$ cat src/rtl/fetch_stage.sv
// Instruction fetch stage: PC register plus IF/ID pipeline register.
// Redirect, stall and flush from later stages steer this stage.
module fetch_stage #(
  parameter logic [15:0] RESET_PC = 16'h0000
) (
  input  logic        clk,
  input  logic        rst,
  input  logic        stall,
  input  logic        flush,
  input  logic        redirect_valid,
  input  logic [15:0] redirect_target,
  input  logic [15:0] imem_data,
  output logic [15:0] imem_addr,
  output logic [15:0] ifid_instr,
  output logic [15:0] ifid_pc_plus1,
  output logic        ifid_valid,
  output logic [15:0] fetch_count
);

  logic [15:0] pc;
  logic [15:0] pc_plus1;

  assign imem_addr = pc;
  assign pc_plus1  = pc + 16'd1;

  always_ff @(posedge clk) begin
    if (rst) begin
      pc            <= RESET_PC;
      ifid_instr    <= '0;
      ifid_pc_plus1 <= '0;
      ifid_valid    <= 1'b0;
      fetch_count   <= '0;
    end else if (redirect_valid) begin
      pc            <= redirect_target;
      ifid_instr    <= '0;
      ifid_pc_plus1 <= '0;
      ifid_valid    <= 1'b0;
    end else if (stall) begin
      // PC holds; a concurrent flush still bubbles IF/ID
      if (flush) begin
        ifid_instr    <= '0;
        ifid_pc_plus1 <= '0;
        ifid_valid    <= 1'b0;
      end
    end else begin
      pc <= pc_plus1;
      if (flush) begin
        ifid_instr    <= '0;
        ifid_pc_plus1 <= '0;
        ifid_valid    <= 1'b0;
      end else begin
        ifid_instr    <= imem_data;
        ifid_pc_plus1 <= pc_plus1;
        ifid_valid    <= 1'b1;
        if (fetch_count != '1) begin
          fetch_count <= fetch_count + 16'd1;
        end
      end
    end
  end

endmodule

$ cat config.mk
export PLATFORM = sky130hd
export DESIGN_NAME = fetch_stage
export DESIGN_NICKNAME = d
export VERILOG_FILES = /design/src/rtl/fetch_stage.sv
export SDC_FILE = /design/constraint.sdc
export NUM_CORES = 1
export LEC_CHECK = 0
export CAP_MARGIN = 5
export CORE_ASPECT_RATIO = 1.75
export CORE_MARGIN = 1.5
export CORE_UTILIZATION = 49
export DETAILED_ROUTE_END_ITERATION = 8
export GPL_ROUTABILITY_DRIVEN = 0
export HOLD_SLACK_MARGIN = 0.1
export PLACE_DENSITY = 0.85
export SLEW_MARGIN = 20
export SYNTH_ARGS = -nofsm -noshare
export SYNTH_HDL_FRONTEND = slang
export SYNTH_SLANG_ARGS = --single-unit
$ cat constraint.sdc
create_clock -name clk -period 3.3 [get_ports clk]
set_input_delay 0.66 -clock clk [delete_from_list [all_inputs] [get_ports clk]]
set_output_delay 0.66 -clock clk [all_outputs]
set_load 0.05 [all_outputs]
## Word level (Yosys, flattened, before mapping)

Index checks and enable logic that the tools add are counted.

- Register bits after elaboration: 65
- Input port bits: 37
- Output and inout port bits: 65
- Logic and storage cells: 25

- $add $sub $neg: 2
- Eq/ne operators: 3
- Muxes and demuxes: 10
- Bitwise operators: 3
- Reductions and logical operators: 2

Operator list:

| cell | count |
|---|---|
| 2-to-1 mux 16 bit | 7 |
| adder 16 x 1 -> 16 bit, second input constant | 2 |
| != test 16 bit, second input constant | 1 |
| != test 2 x 1 -> 1 bit, second input constant | 2 |
| AND reduction 4 bit | 1 |
| 2-to-1 mux 1 bit | 3 |
| NOT 1 bit | 3 |
| OR reduction 2 bit | 1 |

## Longest topological paths before layout

- Depth after elaboration: 3
- Mapped depth: 6
- Depth with buffers taken out: 5

## Worst setup path before layout

Ideal clock, no wire load.

- Kind: reg2reg
- From: reg fetch_count[1]
- To: reg fetch_count[12]
- Arrival: 2.278 ns
- Data required time: 3.230 ns
- Setup slack: 0.952 ns
- Cell stages (with the launch flop): 7
- Path buffers: 1
- Period minus slack after synthesis: 2.348 ns
- Path through: dfxtp_1 -> ha_1 -> nand3_1 -> or4_1 -> buf_2 -> or4_1 -> a21oi_1

- Cells in the longest elaborated chain, start to end: 2
- Elaborated cells between the ends (all ways): 3

RTL lines:

| element | RTL line | text |
|---|---|---|
| start: declaration | 17 | `output logic [15:0] fetch_count` |
| start signal: assignment | 56 | `fetch_count <= fetch_count + 16'd1;` |
| parallel branches: the longest is 2 deep, another holds adder 16 x 1 -> 16 bit | -- |  |

Several ways; the timed one is not identified.
A chain may end at the register's enable or synchronous reset.

## Final worst setup path

- From: in redirect_valid
- To: reg fetch_count[12]

- Cells in the longest elaborated chain, start to end: 2

RTL lines:

| element | RTL line | text |
|---|---|---|
| start: declaration | 10 | `input logic redirect_valid,` |
| NOT 1 bit (no line) | -- |  |
| AND reduction 4 bit (no line) | -- |  |

No other way between the ends.

==> flow_metrics.tcl <==
set metrics [dict create \
    skew_ps 9.39 \
    min_path_type "reg -> reg" \
    drtIter0Drc 146 \
    irDropWorstVdd_mv 0.226 \
    synth_most_common_cell "dfxtp_1" \
    synth_edf_count 0 \
    grt_max_degree 42 \
    cap_violations 0 \
    hp-start "ifid_valid" \
    relSlewSlack_pct 61.9 \
    port_buffers 101 \
    cts_tree "done" \
    synth-async-reset-ratio_pct 0 \
    pwr-share-comb_pct 15.7 \
    hold_buffers 0 \
    root_buffer "clkbuf_8" \
    reg2reg_to "imem_addr[14]" \
    seq_power_share_pct 47.7 \
    holdPathStages 2 \
    core_area_mm2 0.00613 \
    avgSynthCellArea_um2 8.55 \
    grt.overflow.total 0 \
    drc 0 \
    cts_buffers 9 \
    synth_area_mm2 0.00307 \
    tns_ps 0 \
    die_w_um 62.8 \
    dieHeight_um 108 \
    clock_latency_ps 350 \
    worst_pin_slew_ps 571 \
    cp_data_arrival_time_ps 2800 \
    critical_path_class "in -> reg" \
    drive_above_1_share_pct 5.00 \
    syn_nets 398 \
    r2r_start "imem_addr[0]" \
    clkPwrFrac_pct 36.6 \
    ys_ff_latch 65 \
    die_area_mm2 0.00677 \
    wl_um 7880 \
    cts.sinks 65 \
    ant_nets 0 \
    drt_pass1_iterations 4 \
    period_share_pct 76.9 \
    grt_usage_pct 23.8 \
    rows 38 \
    rsz0062_at_grt "false" \
    p_leak_nw 1.57 \
    clockBufferDepth 2 \
    vias_per_cell 5.56 \
    wl_per_cell_um 14.6 \
    grt_pass1_wl_um 12700 \
    h-tree-depth 3 \
    synth_top_area_share_pct 42.4 \
    min_to "ifid_valid" \
    switching_share_pct 27.0 \
    hold_viol_final 0 \
    yosys.area.top_type "dfxtp_1" \
    synthTopCellsByCount "65 x dfxtp_1, 39 x nor2_1, 31 x a21oi_1" \
    ys_seq_area_share_pct 42.4 \
    vias 3005 \
    cts_resized 0 \
    ios 102 \
    power.switching_w 0.000471 \
    critPathLaunchType "primary input" \
    p_per_area_mw_per_mm2 404 \
    antenna_found_initial 0 \
    dp.final_hpwl_um 5720 \
    final-setup-viol-count 0 \
    critPathRequiredTime_ps 3570 \
    worst-r2r-cell-count 5 \
    syn_to_final_growth_pct 41.0 \
    yosys_warnings 0 \
    start_util_pct 50.0 \
    final_cell_area_mm2 0.00433 \
    worstPathMaxFanout 7 \
    status "completed" \
    diodes 0 \
    p_total_w 0.00175 \
    clk_pin_slew_worst_paths_ps 60 \
    power.internal_w 0.00128 \
    synth_area_leaders "dfxtp_1 42%, mux2i_1 7.2%, a21oi_1 5.1%" \
    end_kind "register" \
    r2r_slack_ps 970 \
    nNetsFinal 494 \
    post-cts-setup-buffers 0 \
    max_freq_mhz 394 \
    synth_cell_type_count 41 \
    slew_violations 0 \
    yosys_most_used_dff "dfxtp_1" \
    synth_cells 359 \
    fin_crit_ps 2540 \
    grt_pass1_vias 2779 \
    placed_area_mm2 0.00414 \
]
worst max-delay path by stage:
stage	from	endpoint	slack [ps]	cells past startpoint
2_1_floorplan	fetch_count[1]	fetch_count[12]	950	6
3_3_place_gp	redirect_valid	fetch_count[12]	510	5
3_5_place_dp	redirect_valid	fetch_count[14]	430	5
4_1_cts	redirect_valid	fetch_count[12]	770	5
5_1_grt	redirect_valid	fetch_count[12]	690	5
6_report	redirect_valid	fetch_count[12]	760	5
registers in the layout (all words and copies together) (netlist names):
signal and flops:
ifid_instr 16, imem_addr 16, ifid_pc_plus1 16, fetch_count 16, ifid_valid 1
kinds of logic (layout without fill, tap and decap cells):
logic type | Yosys count | after routing | synth area share (%)
simple gates | 122 | 122 | 20.5
compound gates | 82 | 82 | 17.3
flops | 65 | 65 | 42.4
buf+inv | 44 | 145 | 5.46
mux | 23 | 23 | 7.54
xor+xnor | 21 | 21 | 5.99
fa+ha+maj | 2 | 2 | 0.815
power by group through the flow:
| stage | clock, W | combinational, W | sequential [W] |
|---|---|---|---|
| after floorplan | 0 | 0.0000924 | 0.000923 |
| after global placement | 0 | 0.000270 | 0.000851 |
| after detailed placement | 0 | 0.000273 | 0.000852 |
| after CTS | 0.000657 | 0.000275 | 0.000834 |
| after global routing | 0.000695 | 0.000291 | 0.000837 |
| final | 0.000641 | 0.000274 | 0.000834 |
routing by layer:
layer / global-route usage, % / vias up / routed length [um]
met1: 26.4 / 1385 / 3190
met4: 12.9 / 0 / 276
met2: 41.3 / 110 / 3990
li1: - / 1487 / -
met5: 0 / - / 0
met3: 6.07 / 23 / 423
worst max-delay path, cell delays in order:
cell	delay, ps
clkdlybuf4s50_1	460
or3_1	480
or4_1	530
or4_1	500
a21oi_1	170
cells in the final DEF (no fill, tap or decap), types with 2 or more instances in the layout:
cell type and n:
a211oi_1 3, a21boi_0 2, a21o_1 3, a21oi_1 31, a311oi_1 2, a31oi_1 3, buf_4 6, clkbuf_8 13
clkdlybuf4s50_1 100, clkinv_1 2, clkinv_2 2, dfxtp_1 65, ha_1 2, inv_1 20, mux2i_1 22, nand2_1 13
nand2b_1 3, nand3_1 7, nand4_1 11, nor2_1 39, nor3_1 11, nor4_1 13, o21a_1 14, o21ai_0 9
o311a_1 4, o31a_1 2, o31ai_1 4, o41ai_1 2, or2b_1 2, or3_1 12, or4_1 6, xnor2_1 10
xor2_1 11
through the flow:
| stage | setup WS [ps] | hold WS [ps] | util (%) | cells |
|---|---|---|---|---|
| after floorplan | 952 | 664 | - | 359 |
| after global placement | 508 | 435 | 67.4 | 524 |
| after detailed placement | 426 | 444 | 67.4 | 524 |
| after CTS | 772 | 453 | 70.6 | 540 |
| after global routing | 690 | 492 | 70.6 | 540 |
| final | 764 | 450 | 70.6 | 540 |
layout make-up:
| type | count | area (um^2) |
|---|---|---|
| fill | 464 | 1810 |
| multi-input combinational | 250 | 1600 |
| clock inverter | 2 | 10.0 |
| sequential | 65 | 1300 |
| timing repair buffer | 107 | 1050 |
| clock buffer | 14 | 183 |
| tap | 80 | 100 |
| inverter | 22 | 82.6 |
(Power assumes the default switching activity.)
